File: config.mk
export PLATFORM = sky130hd
export DESIGN_NAME = fwd_hazard_ctrl
export DESIGN_NICKNAME = d
export VERILOG_FILES = /design/src/rtl/pipe_pkg.sv /design/src/rtl/fwd_sel_logic.sv /design/src/rtl/fwd_hazard_ctrl.sv
export SDC_FILE = /design/constraint.sdc
export NUM_CORES = 1
export LEC_CHECK = 0
export CAP_MARGIN = 20
export CORE_ASPECT_RATIO = 0.7
export CORE_MARGIN = 1.5
export CORE_UTILIZATION = 54
export DETAILED_ROUTE_END_ITERATION = 8
export GPL_TIMING_DRIVEN = 0
export MAX_ROUTING_LAYER = met4
export PLACE_DENSITY_LB_ADDON = 0.1
export SYNTH_ARGS = -nofsm -noshare
export SYNTH_HDL_FRONTEND = slang
export SYNTH_SLANG_ARGS = --single-unit
File: constraint.sdc
create_clock -name clk -period 3 [get_ports clk]
set_clock_uncertainty 0.15 [all_clocks]
set_input_delay 0.6 -clock clk [delete_from_list [all_inputs] [get_ports clk]]
set_output_delay 0.6 -clock clk [all_outputs]
set_load 0.02 [all_outputs]
File: src/rtl/pipe_pkg.sv
// Shared pipeline definitions: forward-select encodings, stage record layout
// and the producer-match helper used by the forwarding compare.
package pipe_pkg;

    localparam int unsigned REC_AW = 5;

    localparam logic [1:0] FWD_RF    = 2'b00;
    localparam logic [1:0] FWD_MEMWB = 2'b01;
    localparam logic [1:0] FWD_EXMEM = 2'b10;

    localparam logic [REC_AW-1:0] REG_ZERO = '0;

    typedef struct packed {
        logic              valid;
        logic [REC_AW-1:0] dst;
        logic              reg_write;
        logic              mem_read;
        logic [REC_AW-1:0] rs;
        logic [REC_AW-1:0] rt;
        logic              uses_rt;
    } stage_rec_t;

    // True when a stage with write-enable wen and destination dst produces src.
    function automatic logic fwd_hit(input logic wen, input logic [REC_AW-1:0] dst,
                                     input logic [REC_AW-1:0] src);
        return wen && (dst != REG_ZERO) && (dst == src);
    endfunction

endpackage

File: src/rtl/fwd_sel_logic.sv
// Operand-select compare for one EX source register against the EX/MEM and
// MEM/WB producers; the younger EX/MEM producer wins.
module fwd_sel_logic
    import pipe_pkg::*;
#(
    parameter int unsigned REG_AW = REC_AW
) (
    input  logic              i_src_en,
    input  logic [REG_AW-1:0] i_src,
    input  logic              i_mem_wen,
    input  logic [REG_AW-1:0] i_mem_dst,
    input  logic              i_wb_wen,
    input  logic [REG_AW-1:0] i_wb_dst,
    output logic [1:0]        o_sel
);

    always_comb begin
        o_sel = FWD_RF;
        if (i_src_en) begin
            if (fwd_hit(i_mem_wen, i_mem_dst, i_src)) begin
                o_sel = FWD_EXMEM;
            end else if (fwd_hit(i_wb_wen, i_wb_dst, i_src)) begin
                o_sel = FWD_MEMWB;
            end
        end
    end

endmodule

File: src/rtl/fwd_hazard_ctrl.sv
// Forwarding-select and load-use stall control for the 5-stage pipeline.
// Define HAZARD_STATS_EN to add saturating stall/forward statistics counters.
module fwd_hazard_ctrl
    import pipe_pkg::*;
#(
    parameter int unsigned REG_AW = REC_AW
`ifdef HAZARD_STATS_EN
    ,
    parameter int unsigned STAT_W = 16
`endif
) (
    input  logic              clk,
    input  logic              rst_n,
    input  logic              id_valid,
    input  logic [REG_AW-1:0] id_rs,
    input  logic [REG_AW-1:0] id_rt,
    input  logic              id_uses_rt,
    input  logic [REG_AW-1:0] id_dst,
    input  logic              id_reg_write,
    input  logic              id_mem_read,
    input  logic              flush,
    output logic [1:0]        fwd_a_sel,
    output logic [1:0]        fwd_b_sel,
    output logic              stall,
    output logic              pc_write,
    output logic              ifid_write
`ifdef HAZARD_STATS_EN
    ,
    output logic [STAT_W-1:0] stall_cnt,
    output logic [STAT_W-1:0] fwd_cnt
`endif
);

    stage_rec_t r_ex, r_mem, r_wb;
    stage_rec_t w_ex_d;
    logic       w_stall;
    logic [1:0] w_sel_a, w_sel_b;

    // Load in EX whose destination the ID instruction reads; flush overrides.
    always_comb begin
        w_stall = id_valid && !flush && r_ex.valid && r_ex.mem_read &&
                  (r_ex.dst != REG_ZERO) &&
                  ((r_ex.dst == id_rs) || (id_uses_rt && (r_ex.dst == id_rt)));
    end

    always_comb begin
        w_ex_d = '0;
        if (id_valid && !w_stall && !flush) begin
            w_ex_d.valid     = 1'b1;
            w_ex_d.dst       = id_dst;
            w_ex_d.reg_write = id_reg_write;
            w_ex_d.mem_read  = id_mem_read;
            w_ex_d.rs        = id_rs;
            w_ex_d.rt        = id_rt;
            w_ex_d.uses_rt   = id_uses_rt;
        end
    end

    always_ff @(posedge clk or negedge rst_n) begin
        if (!rst_n) begin
            r_ex  <= '0;
            r_mem <= '0;
            r_wb  <= '0;
        end else begin
            r_ex  <= w_ex_d;
            r_mem <= r_ex;
            r_wb  <= r_mem;
        end
    end

    fwd_sel_logic #(
        .REG_AW (REG_AW)
    ) u_fwd_a (
        .i_src_en  (r_ex.valid),
        .i_src     (r_ex.rs),
        .i_mem_wen (r_mem.valid && r_mem.reg_write),
        .i_mem_dst (r_mem.dst),
        .i_wb_wen  (r_wb.valid && r_wb.reg_write),
        .i_wb_dst  (r_wb.dst),
        .o_sel     (w_sel_a)
    );

    fwd_sel_logic #(
        .REG_AW (REG_AW)
    ) u_fwd_b (
        .i_src_en  (r_ex.valid && r_ex.uses_rt),
        .i_src     (r_ex.rt),
        .i_mem_wen (r_mem.valid && r_mem.reg_write),
        .i_mem_dst (r_mem.dst),
        .i_wb_wen  (r_wb.valid && r_wb.reg_write),
        .i_wb_dst  (r_wb.dst),
        .o_sel     (w_sel_b)
    );

    assign fwd_a_sel  = w_sel_a;
    assign fwd_b_sel  = w_sel_b;
    assign stall      = w_stall;
    assign pc_write   = ~w_stall;
    assign ifid_write = ~w_stall;

    // The WB record only needs its producer fields; the rest just ride along.
    logic w_unused;
    assign w_unused = ^{r_wb.mem_read, r_wb.rs, r_wb.rt, r_wb.uses_rt};

`ifdef HAZARD_STATS_EN
    logic [STAT_W-1:0] r_stall_cnt, r_fwd_cnt;
    logic              w_fwd_any;

    assign w_fwd_any = (w_sel_a != FWD_RF) || (w_sel_b != FWD_RF);

    always_ff @(posedge clk or negedge rst_n) begin
        if (!rst_n) begin
            r_stall_cnt <= '0;
            r_fwd_cnt   <= '0;
        end else begin
            if (w_stall && (r_stall_cnt != '1)) begin
                r_stall_cnt <= r_stall_cnt + 1'b1;
            end
            if (w_fwd_any && (r_fwd_cnt != '1)) begin
                r_fwd_cnt <= r_fwd_cnt + 1'b1;
            end
        end
    end

    assign stall_cnt = r_stall_cnt;
    assign fwd_cnt   = r_fwd_cnt;
`endif

endmodule

==> results of run 1 <==
==> state kept, by name, summed over array words and instances (netlist names) <==
signal,count
r_wb,7
r_ex,19
r_mem,7
==> cells in the mapped netlist <==
cell type and instances:
a21boi_0 1, a21oi_1 19, and2_1 2, and3_1 1, buf_2 2, buf_4 1, clkbuf_1 4, dfrtp_1 33
nand2_1 21, nand3_1 5, nand4_1 2, nor2_1 1, nor2b_1 1, nor3_1 1, nor3_2 2, nor4_1 4
o211ai_1 1, o211ai_2 1, o22ai_1 1, or4_1 2, xnor2_1 18, xor2_1 12
==> path summary, 6_finish.rpt <==
kind                       startpoint         end  slack [ns]  depth (start not counted)
setup / recovery             id_rs[0]  ifid_write        0.01                          7
hold / removal               r_ex[12]   r_mem[12]        0.20                          0
setup reg to reg             r_ex[13]    r_ex[14]        1.28                          6
hold reg to reg              r_ex[12]   r_mem[12]        0.20                          0
max in group asynchronous       rst_n     r_ex[0]        1.47                          2
min in group asynchronous       rst_n    r_ex[11]        0.67                          1
==> metrics by stage <==
step                      util [%]  total power, W  setup slack (ns)  cells  TNS [ns]
final                         77.2        0.000955            0.0141    207         0
after global routing          77.2        0.000993           -0.0308    207   -0.0512
after CTS                     76.6        0.000955            0.0567    207         0
after detailed placement      72.0        0.000593            -0.545    198     -1.03
after global placement        70.9        0.000585            -0.474    197    -0.927
after floorplan                  -        0.000534             0.541    135         0
==> cells by family after synthesis <==
group	after synthesis	share of synthesized area, %
compound gates	23	8.83
xor+xnor	30	18.0
buf+inv	7	2.23
flops	33	56.6
simple gates	42	14.4
==> final cells by class <==
| class | instances | area share, % |
|---|---|---|
| sequential | 33 | 42.5 |
| multi-input combinational | 95 | 31.9 |
| timing repair buffer | 30 | 15.8 |
| clock buffer | 7 | 4.96 |
| buffer | 7 | 2.38 |
| tap | 34 | 2.19 |
| clock inverter | 1 | 0.258 |
==> power by group through the flow <==
stage / registers, W / clock network [W] / logic [W]
floorplan: 0.000484 / 0 / 0.0000498
global placement: 0.000490 / 0 / 0.0000947
detailed placement: 0.000491 / 0 / 0.000102
CTS: 0.000483 / 0.000366 / 0.000106
global route: 0.000485 / 0.000390 / 0.000119
finish: 0.000483 / 0.000363 / 0.000109
==> per-layer routing <==
metal | GRT usage, % | routed length, um | part of all wire (%) | vias up
met5 | - | 0 | 0 | -
li1 | - | - | - | 528
met1 | 32.2 | 1510 | 46 | 549
met4 | 9.17 | 42 | 1.3 | 0
met2 | 38.4 | 1530 | 46 | 44
met3 | 8.80 | 219 | 6.6 | 6
==> repair_timing <==
| item | 4_1_cts | 5_1_grt |
|---|---|---|
| setup buffers | 1 | 0 |
| pin swaps | 1 | 1 |
| endpoints found under the setup margin | 7 | 2 |
| gates resized for setup | 13 | 5 |
==> results.ini, run 1 <==
[yosys]
yosysSeqAreaShare_pct = 56.6
postSynthCellCount = 135
syn_area_per_cell_sq_um = 10.8
ys_top_cells_by_area = dfrtp_1 57%, xnor2_1 11%, xor2_1 7.2%
ys_types = 22
synthesis.nets = 157
synth_seq_cells = 33
synth_top_cell_by_area = dfrtp_1
netlist_area_sq_um = 1460
synth_top_area_share_pct = 56.6
yosysWarningCount = 0

[die]
core_sq_um = 2510
rows = 15
die_y_um = 46.5
initial_core_util_pct = 58.1
fp.dieArea_sq_um = 3030
ioPinCount = 29
die_width_um = 65.2

[power]
p_sw_w = 0.000225
p_sw_share_pct = 23.6
vdd_drop_max_v = 0.000349
pwr-share-comb_pct = 11.4
clockPowerShare_pct = 38.0
internal_power_w = 0.000730
p_seq_share_pct = 50.6
p_leak_nw = 0.919
cellPowerDensity_nw_per_um2 = 492

[layout]
final_common_cell = dfrtp_1
fin_area_sq_um = 1940
nNetsFinal = 194
nFillCells = 165
multi_input_area_sq_um = 619
n_antenna_cell = 0
final_cell_mix = 33 x dfrtp_1, 21 x nand2_1, 21 x clkdlybuf4s50_1, 18 x a21oi_1, 17 x xnor2_1
seqCellArea_sq_um = 826
drive_gt1_share_pct = 12.7
areaGrowthSynthToFinish_pct = 33.0

[sta]
holdWs_ns = 0.205
tightestPinTransition_ns = 0.885
slew_viol_final = 0
setup_viol = 0
slew_headroom_pct = 40.8
timing.fmax_mhz = 335
fin_crit_ns = 2.99
hold_viol_final = 0
fin_crit_sh_pct = 99.5

[routing]
viasPerCell = 5.44
first_iter_violations = 72
vias = 1127
drc = 0
first_pass_iters = 4
drtAntennaViolNets = 0
post_drt_wl_per_cell_um = 16.0
routed_wl_um = 3300

[worst_setup_path]
critPathRequiredTime_ns = 2.25
crit_path_end_kind = output pin
cp-start-kind = primary input
worst-path-buf-inv = 3
path_delay_family = buffers and inverters
cp.arrival_ns = 2.24
path_max_fanout = 7
crit_chain = clkdlybuf4s50_1 -> xnor2_1 -> nand3_1 -> o22ai_2 -> clkbuf_8 -> nand2_1 -> clkdlybuf4s15_1
critPathSlowestCell = clkdlybuf4s50_1
critPathKind = primary input to output pin
crit_path_max_incr_delay_ns = 0.47

[cts]
clkSinkCount = 33
cts_hold_buf = 0
cts_inserted_buffers = 5
insertion_delay_ns = 0.28
clkTransAtPathRegs_ns = 0.06
cts.htree.levels = 2
cts_tree = built
cts_buffer_depth = 2
root_buffer = clkbuf_8

[place]
place.gp.congestion = 0.910
post_dp_cell_area_sq_um = 1810
port_buffers = 28
dp_hpwl_um = 2370

[global_routing]
grt_usage_pct = 25.4
first_global_vias = 1127
antenna_found_initial = 0
grt_pass1_wl_um = 5180
globalRouteOverflowTotal = 0
grt_max_degree = 18

[outcome]
status = finished clean

[job]
max_cap_violations = 0

[hold_path]
min_path_type = flip-flop to flip-flop

(Power assumes the default switching activity.)
==> run 2: changes to the inputs <==
CTS_CLUSTER_DIAMETER = 100   (was not set)
==> results of run 2 <==
The final DEF is identical to that of run 1; final timing and power are the same.
